[config.mk]
export PLATFORM = sky130hd
export DESIGN_NAME = vram_bus_arbiter
export DESIGN_NICKNAME = d
export VERILOG_FILES = /design/src/rtl/vram_arb_pkg.sv /design/src/rtl/vram_arb_select.sv /design/src/rtl/vram_bus_arbiter.sv
export SDC_FILE = /design/constraint.sdc
export NUM_CORES = 1
export LEC_CHECK = 0
export ABC_CLOCK_PERIOD_IN_PS = 4900
export BUFFER_PORTS_ARGS = -buffer_cell sky130_fd_sc_hd__buf_2
export CAP_MARGIN = 20
export CORE_ASPECT_RATIO = 0.7
export CORE_MARGIN = 2
export CORE_UTILIZATION = 30
export CTS_CLUSTER_DIAMETER = 100
export DETAILED_ROUTE_END_ITERATION = 12
export MAX_ROUTING_LAYER = met4
export PLACE_DENSITY = 0.68
export REMOVE_ABC_BUFFERS = 1
export SYNTH_ARGS = -nofsm -noshare
export SYNTH_HDL_FRONTEND = slang
export SYNTH_SLANG_ARGS = --single-unit
export TNS_END_PERCENT = 10
[constraint.sdc]
create_clock -name clk -period 4.9 [get_ports clk]
set_input_delay 0.49 -clock clk [delete_from_list [all_inputs] [get_ports clk]]
set_output_delay 0.49 -clock clk [all_outputs]
set_load 0.1 [all_outputs]
[src/rtl/vram_arb_pkg.sv]
// Shared types for the VRAM bus arbiter: access-slot states and grant codes.
package vram_arb_pkg;

  typedef enum logic [2:0] {
    IDLE      = 3'd0,
    VID_ISSUE = 3'd1,
    VID_DONE  = 3'd2,
    CPU_ISSUE = 3'd3,
    CPU_DONE  = 3'd4
  } arb_state_e;

  typedef enum logic [1:0] {
    GNT_NONE = 2'd0,
    GNT_VID  = 2'd1,
    GNT_CPU  = 2'd2
  } gnt_e;

  // States in which a new slot may be granted; the ISSUE states always run to DONE.
  function automatic logic is_arb_slot(input arb_state_e s);
    return (s == IDLE) || (s == VID_DONE) || (s == CPU_DONE);
  endfunction

endpackage

[src/rtl/vram_arb_select.sv]
// Grant decision for the next VRAM slot plus the CPU starvation counter.
module vram_arb_select
  import vram_arb_pkg::*;
#(
  parameter int MAX_STALL = 4
) (
  input  logic       clk,
  input  logic       reset,
  input  arb_state_e state,
  input  logic       vid_req,
  input  logic       cpu_req,
  output gnt_e       gnt
);

  localparam int SCW = (MAX_STALL < 1) ? 1 : $clog2(MAX_STALL + 1);
  localparam logic [SCW-1:0] STALL_CAP = SCW'(MAX_STALL);

  logic [SCW-1:0] stall_cnt;
  logic           cpu_live;
  logic           stall_hit;

  // The counter saturates at the cap, so equality is the ">= cap" test.
  always_comb begin
    gnt       = GNT_NONE;
    cpu_live  = cpu_req && (state != CPU_DONE);
    stall_hit = (stall_cnt == STALL_CAP);
    if (is_arb_slot(state)) begin
      if (cpu_live && (!vid_req || stall_hit)) gnt = GNT_CPU;
      else if (vid_req)                        gnt = GNT_VID;
    end
  end

  always_ff @(posedge clk or posedge reset) begin
    if (reset)                              stall_cnt <= '0;
    else if (!cpu_req || gnt == GNT_CPU)    stall_cnt <= '0;
    else if (gnt == GNT_VID && !stall_hit)  stall_cnt <= stall_cnt + SCW'(1);
  end

endmodule

[src/rtl/vram_bus_arbiter.sv]
// Single-port VRAM shared between the CPU and video fetcher in two-cycle ISSUE/DONE slots.
// Read data is bypassed from the RAM in the DONE cycle and held in a register afterwards.
module vram_bus_arbiter
  import vram_arb_pkg::*;
#(
  parameter int AW        = 15,
  parameter int DW        = 8,
  parameter int MAX_STALL = 4
) (
  input  logic          clk,
  input  logic          reset,
  input  logic          vid_req,
  input  logic [AW-1:0] vid_addr,
  output logic          vid_ack,
  output logic [DW-1:0] vid_data,
  input  logic          cpu_req,
  input  logic          cpu_we,
  input  logic [AW-1:0] cpu_addr,
  input  logic [DW-1:0] cpu_wdata,
  output logic          cpu_rdy,
  output logic [DW-1:0] cpu_rdata,
  output logic [AW-1:0] ram_addr,
  output logic [DW-1:0] ram_wdata,
  output logic          ram_we,
  input  logic [DW-1:0] ram_rdata
);

  arb_state_e    state, state_nxt;
  gnt_e          gnt;
  logic          cpu_rd_q;
  logic [DW-1:0] vid_data_q;
  logic [DW-1:0] cpu_rdata_q;

  vram_arb_select #(.MAX_STALL(MAX_STALL)) u_sel (
    .clk     (clk),
    .reset   (reset),
    .state   (state),
    .vid_req (vid_req),
    .cpu_req (cpu_req),
    .gnt     (gnt)
  );

  always_ff @(posedge clk or posedge reset) begin
    if (reset) state <= IDLE;
    else       state <= state_nxt;
  end

  always_comb begin
    state_nxt = state;
    ram_addr  = vid_addr;
    ram_wdata = cpu_wdata;
    ram_we    = 1'b0;
    case (state)
      VID_ISSUE: state_nxt = VID_DONE;
      CPU_ISSUE: begin
        state_nxt = CPU_DONE;
        ram_addr  = cpu_addr;
        ram_we    = cpu_we;
      end
      default: begin
        case (gnt)
          GNT_VID: state_nxt = VID_ISSUE;
          GNT_CPU: state_nxt = CPU_ISSUE;
          default: state_nxt = IDLE;
        endcase
      end
    endcase
    // Reset kills the strobe immediately, not at the next edge.
    if (reset) begin
      ram_addr = '0;
      ram_we   = 1'b0;
    end
  end

  always_ff @(posedge clk or posedge reset) begin
    if (reset) begin
      cpu_rd_q    <= 1'b0;
      vid_data_q  <= '0;
      cpu_rdata_q <= '0;
    end else begin
      if (state == CPU_ISSUE)             cpu_rd_q    <= ~cpu_we;
      if (state == VID_DONE)              vid_data_q  <= ram_rdata;
      if (state == CPU_DONE && cpu_rd_q)  cpu_rdata_q <= ram_rdata;
    end
  end

  assign vid_ack   = (state == VID_DONE);
  assign vid_data  = (state == VID_DONE) ? ram_rdata : vid_data_q;
  assign cpu_rdata = (state == CPU_DONE && cpu_rd_q) ? ram_rdata : cpu_rdata_q;
  assign cpu_rdy   = ~cpu_req | (state == CPU_DONE);

endmodule
# Word level (Yosys, flattened, before mapping)
# Cells that the tools add are included.
[word_totals]
ff_bits = 23
out_inout_bits = 42
word_cells = 43
[op_classes]
add_sub_neg = 1
eq_ne = 8
muxes = 13
bitwise = 3
reduce_logical = 13
[op_table]
columns = ["cell", "count"]
rows = [
  ["$mux W15", 2],
  ["$mux W8", 2],
  ["$eq A3 B2 Y1 const B", 2],
  ["$eq A3 B3 Y1 const B", 2],
  ["$mux W3", 2],
  ["$pmux W3 S2", 1],
  ["$logic_and A1 B1 Y1", 4],
  ["$logic_or A1 B1 Y1", 4],
  ["$mux W2", 2],
  ["$pmux W2 S2", 1],
  ["$add A3 B1 Y3 const B", 1],
  ["$eq A3 B1 Y1 const B", 1],
  ["$logic_not A1 Y1", 3],
  ["$logic_not A3 Y1", 1],
  ["$mux W1", 3],
  ["$ne A3 B3 Y1 const B", 1],
  ["$eq A2 B1 Y1 const B", 1],
  ["$eq A2 B2 Y1 const B", 1],
  ["$not A1 Y1", 2],
  ["$reduce_bool A2 Y1", 1],
  ["$or A1 B1 Y1", 1],
]

# Depth between registers and ports, before layout
# Gate-level depths: netlist (run 1).
[logic_depth]
word_depth = 9
mapped_depth = 7

# Modules after synthesis
# A second synthesis (run 1) with hierarchy kept.
[hier_totals]
hier_cells = 140
hier_area_um2 = 1529.0
[by_module_without_submodules]
columns = ["module", "instances", "cells_per_inst", "area_per_inst_um2", "seq_area_each_um2"]
rows = [
  ["vram_bus_arbiter", 1, 111, 1266.2, 500.5],
  ["vram_arb_select", 1, 29, 262.8, 75.1],
]

# Worst setup path before layout (run 1)
# Ideal clock, no wire load.
[synth_timing]
path_kind = "flip-flop to output port"
start = "reg state[2]"
end = "out ram_addr[10]"
arrival_time_ns = 2.573
required_ns = 4.410
path_slack_ns = 1.837
path_stages_with_launch = 6
path_buffers = 3
cell_sequence = "dfrtp_1 buf_6 and3b_1 buf_6 buf_12 mux2i_1"
[synth_between]
elab_chain_len = 3
[synth_rtl]
columns = ["item", "line_no", "text"]
rows = [
  ["from (decl)", "vram_bus_arbiter.sv:28", "arb_state_e state, state_nxt;"],
  ["from (signal assigned)", "vram_bus_arbiter.sv:45", "else state <= state_nxt;"],
  ["$eq A3 B2 Y1", "vram_bus_arbiter.sv:53", "case (state)"],
  ["$mux W15", "vram_bus_arbiter.sv:53", ""],
  ["$mux W15", "vram_bus_arbiter.sv:69", "if (reset) begin"],
  ["to (decl)", "vram_bus_arbiter.sv:22", "output logic [AW-1:0] ram_addr,"],
]
# Every way passes these cells.

# Worst setup path after layout (run 1)
[layout_timing]
start = "reg state[2]"
end = "out ram_addr[12]"
# The elaborated chain is that of the path after synthesis.

==> impl_metrics.tcl, run 1 <==
set metrics [dict create \
    status "completed" \
    cp-end-kind "primary output" \
    drt_iter0_drc 53 \
    grt_pass1_vias 1149 \
    grt_max_degree 32 \
    cts_max_path_buffers 2 \
    worstMarginPinSlew_ns 0.941 \
    hold_class "in -> reg" \
    regToRegSetupSlack_ns 2.99 \
    synth_top_family_by_area "multiplexers" \
    r2r-end "u_sel.stall_cnt[0]" \
    hold_depth 2 \
    grt_pass1_wl_mm 5.17 \
    drc 0 \
    async_flop_share_pct 100 \
    core_um2 4830 \
    finClkSkew_ns 0.000642 \
    clk_pin_slew_worst_paths_ns 0.08 \
    start_kind "flop" \
    row_count 21 \
    cts_hold_buffers 0 \
    cts_tree "yes" \
    yosys.area_share.adder_pct 3.30 \
    pin_count 93 \
    slew_viol_final 0 \
    hold_viol_final 0 \
    antenna_found_initial 0 \
    max-slew-margin-rel_pct 37.3 \
    routed-via-count 1186 \
    die_x_um 89.0 \
    reg2reg_from "u_sel.stall_cnt[0]" \
    yosysMostFrequentCell "nand2b_1" \
    required_ns 4.41 \
    drt-pass1-iter-count 2 \
    timing.setup.tns_ns 0 \
    dp_cells 268 \
    max_freq_mhz 352 \
    synthMuxAreaShare_pct 24.4 \
    min_from "cpu_we" \
    clock-root-buffer "clkbuf_8" \
    grt_usage_pct 11.6 \
    synthTopCellsByArea "dfrtp_1, mux2i_1, nand2b_1" \
    diodes 0 \
    crit_arrival_ns 2.35 \
    cts_inserted_buffers 3 \
    gr-total-overflow 0 \
    ff2ff_path_depth 7 \
    synth_compound_area_share_pct 3.22 \
    yosys.area_share.simple_pct 20.6 \
    synth.cell_area_um2 1520 \
    rsz0062_at_grt "no" \
    h-tree-depth 1 \
    yosys_most_used_dff "dfrtp_1" \
    ff_latch_area_um2 576 \
    post-route-period-util_pct 58.0 \
    path_max_fanout 18 \
    post-route-util_pct 39.4 \
    synth_top_area_share_pct 38.0 \
    dp_hpwl_mm 2.43 \
    areaGrowthSynthToFinish_pct 25.6 \
    antenna_left 0 \
    whs_endpoint "cpu_rd_q" \
    fin_crit_ns 2.84 \
    synth_edf_count 0 \
    synth_top_cell_by_area "dfrtp_1" \
    ys_seq_elements 23 \
    synth_area_per_cell_um2 11.0 \
    crit_type "reg -> out" \
    setup_viol 0 \
    cts_setup_buffers 0 \
    clk_latency_ns 0.26 \
    numClockSinks 23 \
    initial_core_util_pct 31.4 \
    ys_types 29 \
    gp_congestion 0.729 \
    viasPerCell 4.36 \
    synth_common_cells "nand2b_1, dfrtp_1, mux2i_1" \
    fp.dieH_um 63.5 \
    fillers 506 \
    ys_seq_area_share_pct 38.0 \
    drv_cap 0 \
    synth_xor_area_share_pct 0 \
    wire_per_inst_um 11.3 \
    die-area_um2 5650 \
    drive_above_1_share_pct 49.8 \
    syn_inst 138 \
    fin_cells 272 \
    portBuffers 76 \
    yosys_warnings 0 \
    final_nets 259 \
    cts-resized-gates 0 \
    wirelength_mm 3.07 \
    multiInputGateArea_um2 782 \
]
layout make-up:
class | instances | area share [%]
clock buffer | 3 | 2.17
clock inverter | 1 | 0.263
inverter | 7 | 1.38
multi-input combinational | 92 | 41.1
sequential | 23 | 30.2
tap | 69 | 4.53
timing repair buffer | 77 | 20.4
worst max-delay path, stage by stage, from the launching register on:
cell     delay [ns]
dfrtp_1        0.48
and3b_1        0.88
mux2i_1        0.28
buf_2          0.46
per-stage QoR:
stage	cell area [um^2]	setup slack, ns	hold slack (ns)
after floorplan	1380	0.240	0.487
after global placement	1860	2.21	0.480
after detailed placement	1860	2.20	0.485
after CTS	1900	2.01	0.399
after global routing	1900	1.86	0.407
final	1900	2.06	0.404
layer usage:
metal,vias up,routed length (um),GRT usage [%]
met2,58,1360,16.7
met3,2,285,4.85
met4,0,16,1.68
met5,-,0,-
met1,534,1410,15.7
li1,592,-,-
logic make-up after synthesis:
family	after synthesis
and+or+nand+nor	47
muxes	35
buffers and inverters	23
DFF	23
AOI/OAI and AO/OA	6
adders and majority gates	4
worst max-delay path by stage:
stage	from	to	slack (ns)
after floorplan	state[2]	vid_data[0]	0.24
after CTS	state[2]	ram_addr[12]	2.01
after global placement	reset	ram_we	2.21
after global routing	state[2]	ram_addr[6]	1.86
after detailed placement	reset	ram_we	2.20
final	state[2]	ram_addr[12]	2.06
cells in the final DEF, fill, tap and decap left out:
master / netlist / routed
buf_2: 0 / 76
a21oi_1: 1 / 1
nor4_1: 2 / 2
dfrtp_1: 23 / 23
or3b_2: 1 / 1
or4_1: 1 / 1
nor2_1: 1 / 1
and3b_1: 1 / 1
nand3_1: 1 / 1
clkbuf_8: 0 / 3
buf_4: 9 / 1
nand3b_1: 3 / 3
mux2_2: 16 / 16
o2111a_1: 1 / 1
and4bb_1: 1 / 1
o2111ai_1: 1 / 1
nand2b_1: 30 / 30
clkinv_2: 0 / 1
and4b_1: 1 / 1
nor3b_1: 1 / 1
ha_1: 4 / 4
or2b_2: 1 / 1
nor2b_1: 1 / 1
mux2i_1: 19 / 19
nand2_1: 1 / 1
a21boi_0: 2 / 2
and3_2: 1 / 1
inv_1: 7 / 7
a21o_2: 1 / 1
sequential cells by signal, summed over array words and instances, names as in the netlist:
name	cells
u_sel.stall_cnt	3
cpu_rdata_q	8
cpu_rd_q	1
vid_data_q	8
state	3
Power of run 1 is not shown: default switching activity piles up to over one toggle a cycle in this logic, so the estimate is an artifact.
==> run 2: changes to the inputs <==
Settings changed: ABC_CLOCK_PERIOD_IN_PS 4900 to 2500, PLACE_DENSITY 0.68 to 0.71.
Clock period 4.9 ns to 2.5 ns, I/O delays scaled along.
==> run 2 against run 1 <==
Effect of this change: utilization up 8.1 points; global-route usage increased by 1.4 points; flip-flop and latch count stayed put; register-to-register slack got worse by 2.4 ns; non-clock buffer count is 2 higher; final cell count up 0.74%; sequential share of layout area decreased by 5.1 points; worst hold slack lost 0.23 ns; cell area is 20% higher; critical path depth unchanged; largest cell class unchanged; highest routed layer unchanged.
==> impl_metrics.tcl, run 2 (same netlist as run 1, synthesis figures left out) <==
set metrics [dict create \
    die-area_um2 5650 \
    gp_congestion 0.796 \
    antenna_left 0 \
    critical_path.cell_chain "and4bb_1 -> mux2_2 -> buf_2" \
    grt_pass1_vias 1300 \
    slew_viol_final 0 \
    final_nets 261 \
    routed-via-count 1193 \
    setup_viol 0 \
    final_cell_mix "buf_2, nand2b_1, buf_12, dfrtp_1, mux2i_1" \
    cp.depth 3 \
    diodes 0 \
    fin_crit_ns 2.16 \
    die_x_um 89.0 \
    post-route-util_pct 47.5 \
    drive_above_1_share_pct 50.2 \
    path_buf_inv 1 \
    antenna_found_initial 0 \
    clock-root-buffer "clkbuf_8" \
    setup_ws_ns 0.337 \
    hold_viol_final 0 \
    place_ws_ns 0.590 \
    ff2ff_path_depth 7 \
    multiInputGateArea_um2 782 \
    grt_pass1_wl_mm 5.64 \
    fp.dieH_um 63.5 \
    start_kind "flop" \
    reg2reg_from "u_sel.stall_cnt[0]" \
    path_max_fanout 10 \
    finClkSkew_ns 0.00374 \
    cts_tree "yes" \
    portBuffers 76 \
    drc 0 \
    critPathMaxStageDelay_ns 0.49 \
    min_from "cpu_we" \
    cts_setup_buffers 0 \
    startpoint "state[2]" \
    clk_pin_slew_worst_paths_ns 0.08 \
    pin_count 93 \
    fillers 482 \
    clk_latency_ns 0.26 \
    areaGrowthSynthToFinish_pct 51.3 \
    cts_max_path_buffers 2 \
    drt-pass1-iter-count 3 \
    wirelength_mm 3.26 \
    status "completed" \
    grt_max_degree 32 \
    gr-total-overflow 0 \
    wire_per_inst_um 11.9 \
    drt_iter0_drc 24 \
    rsz0062_at_grt "no" \
    viasPerCell 4.35 \
    slowest_stage "dfrtp_1" \
    r2r-end "u_sel.stall_cnt[1]" \
    ff_latch_area_um2 576 \
    cts_inserted_buffers 3 \
    initial_core_util_pct 31.4 \
    row_count 21 \
    core_um2 4830 \
    h-tree-depth 1 \
    crit_type "reg -> out" \
    cts-resized-gates 0 \
    max-slew-margin-rel_pct 67.7 \
    numClockSinks 23 \
    required_ns 2.25 \
    post-route-period-util_pct 86.5 \
    endpoint "cpu_rdata[1]" \
    path_delay_family "flip-flops" \
    cts_hold_buffers 0 \
    crit_arrival_ns 1.91 \
    reg_top3 "cpu_rdata_q (8), vid_data_q (8)" \
    worstMarginPinSlew_ns 0.488 \
    hold_class "in -> reg" \
    mostFrequentLayoutCell "buf_2" \
    max_freq_mhz 462 \
    dp_hpwl_mm 2.71 \
    regToRegSetupSlack_ns 0.59 \
    drv_cap 0 \
    grt_usage_pct 13.0 \
    cp-end-kind "primary output" \
]
-- run 2: worst min path at each step --
stage / to / depth (start not counted)
finish: cpu_rd_q / 2
global route: cpu_rd_q / 2
CTS: cpu_rd_q / 2
detailed placement: cpu_rd_q / 2
global placement: cpu_rd_q / 2
floorplan: cpu_rd_q / 1
-- run 2: cell type report --
class	instances	area share (%)
well taps	69	3.76
multi-input cells	92	34.1
repair buffers	79	33.9
inverters	7	1.15
clock buffers	3	1.80
flip-flops and latches	23	25.1
clock inverters	1	0.218
-- run 2: metrics by stage --
| step | area (um^2) | cells | setup TNS [ns] | hold WS, ns |
|---|---|---|---|---|
| floorplan | 1380 | 122 | -40.15 | 0.257 |
| global placement | 2250 | 270 | 0 | 0.443 |
| detailed placement | 2250 | 270 | 0 | 0.447 |
| CTS | 2290 | 274 | 0 | 0.163 |
| global route | 2290 | 274 | 0 | 0.174 |
| finish | 2290 | 274 | 0 | 0.170 |
-- run 2: per-layer routing --
layer	global-route usage, %	vias to the layer above	wire length, um
li1	-	594	-
met1	16.2	549	1480
met2	20.0	48	1540
met3	5.77	2	231
met4	1.68	0	13
met5	-	-	0
Power of run 2 is left out for the same reason.
==> run 3: changes to the inputs <==
Settings changed: RECOVER_POWER set to 50.
==> run 3 against run 2 <==
Effect of this change: worst hold slack better by 0.0018 ns; register-to-register slack about the same; via count up 0.25%; sequential share of layout area up 0.055 points; clock-buffer cell count unchanged; non-clock buffer count unchanged; largest cell class unchanged.
==> impl_metrics.tcl, run 3 (same netlist as run 1, synthesis figures left out) <==
set metrics [dict create \
    cts_tree "yes" \
    post-route-period-util_pct 86.9 \
    fillers 482 \
    path_buf_inv 1 \
    gr-total-overflow 0 \
    required_ns 2.25 \
    core_um2 4830 \
    drt-pass1-iter-count 3 \
    grt_pass1_wl_mm 5.64 \
    gp_congestion 0.796 \
    fin_cells 274 \
    final_cell_mix "buf_2, nand2b_1, buf_12, dfrtp_1, mux2i_1" \
    clock-root-buffer "clkbuf_8" \
    reg_top3 "cpu_rdata_q (8), vid_data_q (8)" \
    cts_hold_buffers 0 \
    cp-end-kind "primary output" \
    slowest_stage "dfrtp_1" \
    hold_class "in -> reg" \
    portBuffers 76 \
    startpoint "state[2]" \
    cts_max_path_buffers 2 \
    path_max_fanout 10 \
    start_kind "flop" \
    place_ws_ns 0.590 \
    wire_per_inst_um 11.9 \
    setup_ws_ns 0.329 \
    cp.depth 3 \
    ff2ff_path_depth 7 \
    grt_usage_pct 13.0 \
    h-tree-depth 1 \
    finClkSkew_ns 0.00255 \
    worstMarginPinSlew_ns 1.21 \
    antenna_found_initial 0 \
    crit_type "reg -> out" \
    die_x_um 89.0 \
    setup_viol 0 \
    cts_inserted_buffers 3 \
    drc 0 \
    hold_viol_final 0 \
    dp_cells 270 \
    numClockSinks 23 \
    clk_pin_slew_worst_paths_ns 0.08 \
    fp.dieH_um 63.5 \
    routed-via-count 1196 \
    endpoint "cpu_rdata[1]" \
    areaGrowthSynthToFinish_pct 51.0 \
    pin_count 93 \
    critPathMaxStageDelay_ns 0.49 \
    cts-resized-gates 0 \
    final_nets 261 \
    die-area_um2 5650 \
    initial_core_util_pct 31.4 \
    reg2reg_from "u_sel.stall_cnt[0]" \
    grt_max_degree 32 \
    row_count 21 \
    cts_setup_buffers 0 \
    regToRegSetupSlack_ns 0.58 \
    clk_latency_ns 0.26 \
    r2r-end "u_sel.stall_cnt[1]" \
    grt_pass1_vias 1300 \
    drive_above_1_share_pct 45.4 \
    drt_iter0_drc 27 \
    rsz0062_at_grt "no" \
    dp_hpwl_mm 2.71 \
    diodes 0 \
    wirelength_mm 3.26 \
    viasPerCell 4.36 \
    path_delay_family "flip-flops" \
    drv_cap 0 \
    mostFrequentLayoutCell "buf_2" \
    status "completed" \
    crit_arrival_ns 1.92 \
    max_freq_mhz 461 \
    antenna_left 0 \
    slew_viol_final 0 \
    fin_crit_ns 2.17 \
    max-slew-margin-rel_pct 19.1 \
    critical_path.cell_chain "and4bb_1 -> mux2_2 -> buf_2" \
]
## run 3: cell count changes in the layout (fill, tap and decap cells not counted), sizes merged
cell    previous run  this run
buf               79        77
clkbuf             3         5
## run 3: worst min-delay path by stage
stage                      start  endpoint  cells after the start
after floorplan            reset  cpu_rd_q                      1
after global placement    cpu_we  cpu_rd_q                      2
after detailed placement  cpu_we  cpu_rd_q                      2
after CTS                 cpu_we  cpu_rd_q                      2
after global routing      cpu_we  cpu_rd_q                      2
final                     cpu_we  cpu_rd_q                      2
## run 3: layout make-up
class	instances	area [um^2]	area share (%)
Clock buffer	3	41.3	1.80
Clock inverter	1	5.00	0.219
Inverter	7	26.3	1.15
Multi-Input combinational cell	92	782	34.2
Sequential cell	23	576	25.1
Tap cell	69	86.3	3.77
Timing Repair Buffer	79	773	33.8
## run 3: layer usage
| metal | GRT usage [%] | wire [um] |
|---|---|---|
| met5 | - | 0 |
| met4 | 1.68 | 13 |
| met3 | 5.77 | 231 |
| met2 | 20.0 | 1530 |
| met1 | 16.2 | 1480 |
## run 3: through the flow
step	instance area [um^2]	utilization [%]	setup TNS, ns	hold slack, ns
after global placement	2250	46.5	0	0.443
after global routing	2290	47.4	0	0.174
final	2290	47.4	0	0.171
after floorplan	1380	-	-40.15	0.257
after detailed placement	2250	46.5	0	0.447
after CTS	2290	47.5	0	0.163
Power of run 3 is left out for the same reason.
